--- src/rtl/button_conditioner_pkg.sv ---
// -----------------------------------------------------------------------------
// button_conditioner_pkg
//   Shared definitions for the button conditioner:
//     - db_state_t : 2-bit per-button debounce state encoding
//     - START/RED/GREEN/BLUE : button index constants (also priority order,
//                              lowest index wins)
//     - first_one / multi_hot : arbitration helpers over the press vector
// -----------------------------------------------------------------------------
package button_conditioner_pkg;

    typedef enum logic [1:0] {
        RELEASED     = 2'd0,
        PRESS_PEND   = 2'd1,
        PRESSED      = 2'd2,
        RELEASE_PEND = 2'd3
    } db_state_t;

    localparam int START   = 0;
    localparam int RED     = 1;
    localparam int GREEN   = 2;
    localparam int BLUE    = 3;
    localparam int NUM_BTN = 4;

    // Isolate the lowest set bit: lowest index is the highest priority.
    function automatic logic [NUM_BTN-1:0] first_one(input logic [NUM_BTN-1:0] v);
        return v & (~v + NUM_BTN'(1));
    endfunction

    // True when two or more bits are set.
    function automatic logic multi_hot(input logic [NUM_BTN-1:0] v);
        return (v & (v - NUM_BTN'(1))) != '0;
    endfunction

endpackage

--- src/rtl/button_conditioner_btn_debounce.sv ---
// -----------------------------------------------------------------------------
// btn_debounce
//   One button channel: two-flop synchronizer, stability counter and a
//   RELEASED/PRESS_PEND/PRESSED/RELEASE_PEND state machine. A level change is
//   accepted after DEBOUNCE_CYCLES consecutive mismatching synchronized
//   samples. Emits a registered one-cycle press pulse on the
//   PRESS_PEND -> PRESSED transition only.
//
//   Ports:
//     clk   : clock, rising edge
//     rst_n : asynchronous active-low reset
//     raw   : raw asynchronous button level (1 = pressed)
//     press : one-cycle pulse per accepted press
// -----------------------------------------------------------------------------
module btn_debounce
    import button_conditioner_pkg::*;
#(
    parameter int DEBOUNCE_CYCLES = 16,
    parameter int CNT_W           = 8
) (
    input  logic clk,
    input  logic rst_n,
    input  logic raw,
    output logic press
);

    localparam logic [CNT_W-1:0] LAST = CNT_W'(DEBOUNCE_CYCLES - 1);

    logic             sync1;
    logic             sync2;
    logic             level;
    logic [CNT_W-1:0] cnt;
    db_state_t        state;

    logic mismatch;
    logic accept;

    assign mismatch = (sync2 != level);
    assign accept   = mismatch && (cnt == LAST);

    // NOTE: every register here is state, so all assignments are non-blocking;
    // blocking ones would let sync2 see this edge's sync1 and collapse the
    // synchronizer into a single flop.
    always_ff @(posedge clk or negedge rst_n) begin
        if (!rst_n) begin
            sync1 <= 1'b0;
            sync2 <= 1'b0;
            level <= 1'b0;
            cnt   <= '0;
            state <= RELEASED;
            press <= 1'b0;
        end else begin
            sync1 <= raw;
            sync2 <= sync1;
            press <= 1'b0;

            if (!mismatch) begin
                cnt <= '0;
            end else if (accept) begin
                cnt   <= '0;
                level <= ~level;
            end else begin
                cnt <= cnt + CNT_W'(1);
            end

            case (state)
                RELEASED: begin
                    if (mismatch) state <= PRESS_PEND;
                end
                PRESS_PEND: begin
                    if (accept) begin
                        state <= PRESSED;
                        press <= 1'b1;
                    end else if (!mismatch) begin
                        state <= RELEASED;
                    end
                end
                PRESSED: begin
                    if (mismatch) state <= RELEASE_PEND;
                end
                RELEASE_PEND: begin
                    if (accept)         state <= RELEASED;
                    else if (!mismatch) state <= PRESSED;
                end
                default: state <= RELEASED;
            endcase
        end
    end

endmodule

--- src/rtl/button_conditioner.sv ---
// -----------------------------------------------------------------------------
// button_conditioner
//   Conditions four raw buttons (Start, Red, Green, Blue) into registered,
//   mutually exclusive one-cycle press pulses for the code detector.
//
//   Optional feature (macro BTN_CONFLICT_REJECT_EN):
//     defined   : two or more presses accepted on the same edge produce a
//                 Conflict pulse instead of any button pulse.
//     undefined : same-edge presses resolved by priority Start > R > G > B;
//                 losers are dropped, Conflict stays 0.
//
//   Ports:
//     Clk      : clock, rising edge
//     Rst      : asynchronous active-low reset
//     StartBtn, RBtn, GBtn, BBtn : raw asynchronous button levels
//     Start, R, G, B : one-cycle press pulses
//     Conflict : one-cycle pulse on rejected simultaneous presses
// -----------------------------------------------------------------------------
module button_conditioner
    import button_conditioner_pkg::*;
#(
    parameter int DEBOUNCE_CYCLES = 16,
    parameter int CNT_W           = 8
) (
    input  logic Clk,
    input  logic Rst,
    input  logic StartBtn,
    input  logic RBtn,
    input  logic GBtn,
    input  logic BBtn,
    output logic Start,
    output logic R,
    output logic G,
    output logic B,
    output logic Conflict
);

    logic [NUM_BTN-1:0] raw;
    logic [NUM_BTN-1:0] press;
    logic [NUM_BTN-1:0] win;
    logic               conflict_nxt;

    assign raw[START] = StartBtn;
    assign raw[RED]   = RBtn;
    assign raw[GREEN] = GBtn;
    assign raw[BLUE]  = BBtn;

    for (genvar i = 0; i < NUM_BTN; i++) begin : g_btn
        btn_debounce #(
            .DEBOUNCE_CYCLES (DEBOUNCE_CYCLES),
            .CNT_W           (CNT_W)
        ) u_debounce (
            .clk   (Clk),
            .rst_n (Rst),
            .raw   (raw[i]),
            .press (press[i])
        );
    end

    // NOTE: defaults first so every path assigns every output; otherwise the
    // tool infers latches for the signals a branch leaves untouched.
    always_comb begin
        win          = '0;
        conflict_nxt = 1'b0;
`ifdef BTN_CONFLICT_REJECT_EN
        if (multi_hot(press)) conflict_nxt = 1'b1;
        else                  win          = press;
`else
        win = first_one(press);
`endif
    end

    always_ff @(posedge Clk or negedge Rst) begin
        if (!Rst) begin
            Start    <= 1'b0;
            R        <= 1'b0;
            G        <= 1'b0;
            B        <= 1'b0;
            Conflict <= 1'b0;
        end else begin
            Start    <= win[START];
            R        <= win[RED];
            G        <= win[GREEN];
            B        <= win[BLUE];
            Conflict <= conflict_nxt;
        end
    end

endmodule
--- config.mk ---
export PLATFORM = sky130hd
export DESIGN_NAME = button_conditioner
export DESIGN_NICKNAME = d
export VERILOG_FILES = /design/src/rtl/button_conditioner_pkg.sv /design/src/rtl/button_conditioner_btn_debounce.sv /design/src/rtl/button_conditioner.sv
export SDC_FILE = /design/constraint.sdc
export NUM_CORES = 1
export LEC_CHECK = 0
export CORE_UTILIZATION = 64
export DETAILED_ROUTE_END_ITERATION = 6
export PLACE_DENSITY = 0.86
export SLEW_MARGIN = 25
export SYNTH_ARGS = -nofsm -noshare
export SYNTH_HDL_FRONTEND = slang
export SYNTH_HIERARCHICAL = 1
export SYNTH_SLANG_ARGS = --single-unit
--- constraint.sdc ---
create_clock -name Clk -period 2.8 [get_ports Clk]
set_clock_uncertainty 0.15 [all_clocks]
set_input_delay 0.7 -clock Clk [delete_from_list [all_inputs] [get_ports Clk]]
set_output_delay 0.7 -clock Clk [all_outputs]
set_load 0.05 [all_outputs]
Yosys cells after proc, flatten, opt, wreduce, memory -nomap -nowiden

Cells that the tools add are included.

Flip-flop bits (word level): 60
Input bits: 6
Output and inout port bits: 5
Word-level logic and storage cells: 135

Add/sub/neg operators: 5
Equal/unequal tests: 36
Muxes and demuxes: 44
Bitwise gates (word level): 6
Reduce and logical (&&, ||, !) cells: 16

Operators by type and width:

| operator                                                         | count |
|---|---|
| 8-bit 2-to-1 mux                                                 | 8 |
| 2-bit 2-to-1 mux                                                 | 24 |
| 8-bit by 1-bit adder with 8-bit output (second input constant)   | 4 |
| 8-bit by 4-bit == test with 1-bit output (second input constant) | 4 |
| 2-bit one-hot mux with 4 select lines                            | 4 |
| 3-bit != test (second input constant)                            | 8 |
| 2-bit == test (second input constant)                            | 8 |
| 2-bit by 1-bit != test with 1-bit output (second input constant) | 8 |
| 4-bit AND reduction                                              | 4 |
| 2-bit by 1-bit == test with 1-bit output (second input constant) | 4 |
| 2-bit logical NOT                                                | 4 |
| 1-bit 2-to-1 mux                                                 | 8 |
| 2-bit AND reduction                                              | 4 |
| 4-bit by 1-bit adder with 4-bit output (second input constant)   | 1 |
| 4-bit bitwise AND                                                | 1 |
| 1-bit logical AND                                                | 4 |
| 1-bit != test                                                    | 4 |
| 1-bit inverter                                                   | 4 |
| 4-bit inverter                                                   | 1 |

Logic depth before layout (Yosys ltp)

Depth after elaboration: 4
Depth in mapped cells: 4
Depth with buffers taken out: 4

Modules after synthesis

Netlist, hierarchy kept.

Modules (own cells, without submodules):

| module             | times used | cells each | area an instance (um^2) | seq. area each (um^2) |
|---|---|---|---|---|
| btn_debounce       | 4          | 51         | 605.6                   | 350.3 |
| button_conditioner | 1          | 9          | 140.1                   | 100.1 |

Worst setup path after synthesis

Ideal clock, no wire load.

Path type: flip-flop to flip-flop
Start point: register g_btn[0].u_debounce.cnt[0]
End point: register g_btn[0].u_debounce.level
Arrival time: 1204 ps
Setup slack: 1321 ps
Stages on the path, launching flop included: 5
Path buffers: 0
Clock period less this slack: 1479 ps
Cell sequence: dfrtp_1 ha_1 and3_2 nand2_2 mux2_4

Cells in the longest elaborated chain, start to end: 3

Ends and longest elaborated chain:

| element                                  | line                                  | text |
|---|---|---|
| from (decl)                              | button_conditioner_btn_debounce.sv:32 | `logic [CNT_W-1:0] cnt;` |
| from (signal assigned)                   | button_conditioner_btn_debounce.sv:63 | `cnt <= cnt + CNT_W'(1);` |
| 8-bit by 4-bit == test with 1-bit output | button_conditioner_btn_debounce.sv:39 | `assign accept = mismatch && (cnt == LAST);` |
| 1-bit logical AND                        | button_conditioner_btn_debounce.sv:39 |  |
| 2-bit AND reduction (no source line)     | -                                     |  |
| to (signal assigned)                     | button_conditioner_btn_debounce.sv:61 | `level <= ~level;` |
| to (decl)                                | button_conditioner_btn_debounce.sv:31 | `logic level;` |

Every way passes these cells.
A chain may end at the register's enable or synchronous reset.

Final worst setup path

Start point: register G
End point: output G

RTL lines:

| element                | line                     | text |
|---|---|---|
| from (decl)            | button_conditioner.sv:33 | `output logic G,` |
| from (signal assigned) | button_conditioner.sv:83 | `G <= win[GREEN];` |

No word-level cell between the ends.

==> flow_summary_export.csv <==
group,metric,value,unit
status,status,"completed",
global_routing,grt_pass1_vias,1864,
finish,drive_gt1_share,18.9,%
global_routing,gr-total-overflow,0,
route,num_vias,1773,
synth,yosys.area_share.xor_xnor,5.47,%
setup_path,r2r-start,"g_btn[0].u_debounce/cnt[0]",
setup_path,reg2reg_to,"g_btn[0].u_debounce/cnt[4]",
synth,yosysWarnings,6,
setup_path,arrival,1.45,ns
setup_path,reg2reg_depth,4,
job,cap_viol_max_count,0,
setup_path,cp-end-kind,"output port",
sta,setup_violations,0,
global_routing,grt_pass1_wl,8.70,mm
sta,relSlewSlack,60.0,%
route,dr.pass1.iters,4,
setup_path,required,1.95,ns
sta,tns,0,ns
floorplanning,fp.coreArea,3740,um2
power_and_ir_drop,vdd_drop_max,0.000376,V
synth,syn_avg_cell_area,12.0,um2
synth,seq_area_frac_synth,58.6,%
floorplanning,io_pins,11,
finish,post-route-util,77.0,%
synth,synth_nets,223,
clock_network,hold_buffers,0,
finish,n_antenna_cell,0,
finish,fin_area,2880,um2
setup_path,path_max_fanout,1,
sta,rsz0062_at_grt,"no",
finish,final_nets,244,
min_path,hold_class,"in2async",
floorplanning,die_y,65.3,um
setup_path,path_class,"reg2out",
setup_path,cpMaxStageDelayCell,"clkdlybuf4s50_1",
synth,muxShareOfSynthArea,2.34,%
setup_path,crit_cells,1,
floorplanning,die_w,65.3,um
synth,synthCells,213,
floorplanning,fp.dieArea,4260,um2
placement,gp_congestion,0.790,
route,wl_per_cell,17.5,um
clock_network,postCtsSetupBuffers,0,
clock_network,htreeDepth,3,
setup_path,rrSetupSlack,1.14,ns
setup_path,critPathLaunch,"G",
sta,drv_slew,0,
clock_network,cts.sinks,60,
sta,holdWs,0.154,ns
synth,yosys.area_share.simple,19.1,%
setup_path,path_delay_family,"buffers and inverters",
synth,synth_seq_cells,60,
setup_path,critPathCapture,"G",
floorplanning,row_count,22,
synth,synth.distinct_cells,27,
setup_path,startpoint_type,"register",
sta,postLayoutSetupSlackWorst,0.505,ns
finish,syn_to_final_growth,12.5,%
route,via_per_inst,6.20,
clock_network,clk_path_buf_depth,2,
power_and_ir_drop,power_leakage,1.26,nW
placement,io_buffer_count,9,
route,drc,0,
sta,max_freq,436,MHz
placement,hpwlAfterDp,3.48,mm
sta,period_share,82.0,%
placement,preCtsSetupSlack,0.847,ns
clock_network,cts_resized,0,
synth,synth_area,2560,um2
route,wl,5.00,mm
clock_network,numCtsBuffers,9,
setup_path,max_stage_delay,0.79,ns
power_and_ir_drop,powerDensity,575,nW/um2
floorplanning,initial_core_util,68.4,%
clock_network,insertion_delay,0.33,ns
global_routing,grt_max_degree,23,
synth,yosys.area_share.adder,1.95,%
global_routing,antenna_found_initial,0,
synth,synth_top_family_by_area,"simple AND/OR/NAND/NOR gates",
clock_network,cts_tree,"done",
clock_network,cts-root-buf,"clkbuf_8",
placement,place_area,2720,um2
sta,hold_viol,0,
global_routing,track_usage,28.2,%
clock_network,clk_transition_reported_paths,0.06,ns
sta,tightest_slew,0.596,ns
setup_path,crit_buf_inv,1,
route,ant_nets,0,
sta,period_needed,2.30,ns
setup_path,crit_chain,"clkdlybuf4s50_1",
synth,synth_compound_area_share,11.5,%
route,drt_iter0_markers,145,
[layout make-up]
| class | count | area (um2) |
|---|---|---|
| well taps | 48 | 60.1 |
| flip-flops and latches | 60 | 1500 |
| fillers | 252 | 860 |
| clock buffers | 13 | 159 |
| inverters | 4 | 15.0 |
| repair buffers | 11 | 100 |
| clock inverters | 2 | 10.0 |
| multi-input cells | 148 | 1040 |
[worst reg2reg max path, stage by stage (launching register included)]
cell     delay [ns]
dfrtp_1        0.41
ha_1           0.28
nand3_1        0.19
or3_1          0.41
a21oi_1        0.14
[routing by layer]
metal	vias to the layer above	part of all wire [%]	GRT usage [%]
met3	12	5.1	7.29
li1	827	-	-
met4	0	1.6	15.2
met1	876	41	35.5
met2	58	52	44.8
met5	-	0	0
[worst min path at each step]
stage / from / to / slack (ns) / depth (start not counted)
detailed placement: g_btn[2].u_debounce/sync1 / g_btn[2].u_debounce/sync2 / 0.18 / 0
global route: Rst / g_btn[3].u_debounce/cnt[2] / 0.18 / 1
global placement: g_btn[2].u_debounce/sync1 / g_btn[2].u_debounce/sync2 / 0.18 / 0
finish: Rst / g_btn[3].u_debounce/cnt[2] / 0.15 / 1
CTS: Rst / g_btn[3].u_debounce/cnt[2] / 0.16 / 1
floorplan: g_btn[0].u_debounce/sync1 / g_btn[0].u_debounce/sync2 / 0.18 / 0
[through the flow]
step | total power, mW | cells
3_3_place_gp | 1.00 | 271
6_report | 1.66 | 286
5_1_grt | 1.73 | 286
3_5_place_dp | 1.01 | 271
2_1_floorplan | 0.969 | 213
4_1_cts | 1.68 | 286
[Yosys cell counts]
master    count  area, um2
mux2_4        4       60.1
ha_1          4       50.1
buf_4         1       7.51
nand2_2       4       25.0
or3_2         4       30.0
xor2_1        4       35.0
nand2_1      12       45.0
nand3_1       8       40.0
xnor2_1      12        105
a22o_1        4       35.0
inv_1         4       15.0
nor4_4        4       85.1
a21o_2        4       35.0
conb_1        1       3.75
and3_2        8       60.1
nor2b_1       1       6.26
nand4_1       8       50.1
nor3b_1       1       7.51
nor3_1        4       20.0
nor2_1        8       30.0
nor4b_2       1       15.0
or3_1        12       75.1
a21oi_1      16       80.1
a31oi_1       8       50.1
dfrtp_1      60       1500
o21ai_0      12       60.1
a311oi_1      4       35.0
[cell families after synthesis]
| kind of cell | Yosys count |
|---|---|
| other | 1 |
| AOI/OAI and AO/OA | 48 |
| adders and majority gates | 4 |
| muxes | 4 |
| buffers and inverters | 5 |
| DFF | 60 |
| xor gates and xnor gates | 16 |
| and+or+nand+nor | 75 |
[placed cells by master, fill, tap and decap left out, types with 2 or more instances in the layout]
master,n
dfrtp_1,60
a21oi_1,16
nand2_1,12
o21ai_0,12
or3_1,12
xnor2_1,12
clkbuf_8,11
and3_2,8
nand3_1,8
nand4_1,8
a31oi_1,8
nor2_1,8
clkdlybuf4s50_1,8
nor4_4,4
nand2_2,4
xor2_1,4
nor3_1,4
inv_1,4
or3_2,4
a22o_1,4
a311oi_1,4
a21o_2,4
mux2_4,4
ha_1,4
clkbuf_1,2
clkinv_2,2
buf_4,2
[flip-flops by register name (all words and copies together), names as in the netlist]
signal	count
g_btn.u_debounce/level	4
g_btn.u_debounce/state	8
G	1
g_btn.u_debounce/sync2	4
Start	1
g_btn.u_debounce/cnt	32
g_btn.u_debounce/sync1	4
R	1
B	1
g_btn.u_debounce/press	4
[report_power, final]
part           internal, mW  switching, mW
sequential            0.890         0.0271
combinational        0.0333         0.0475
clock                 0.362          0.299
total                  1.29          0.374
Note: power is estimated with default switching activity, not from simulation.
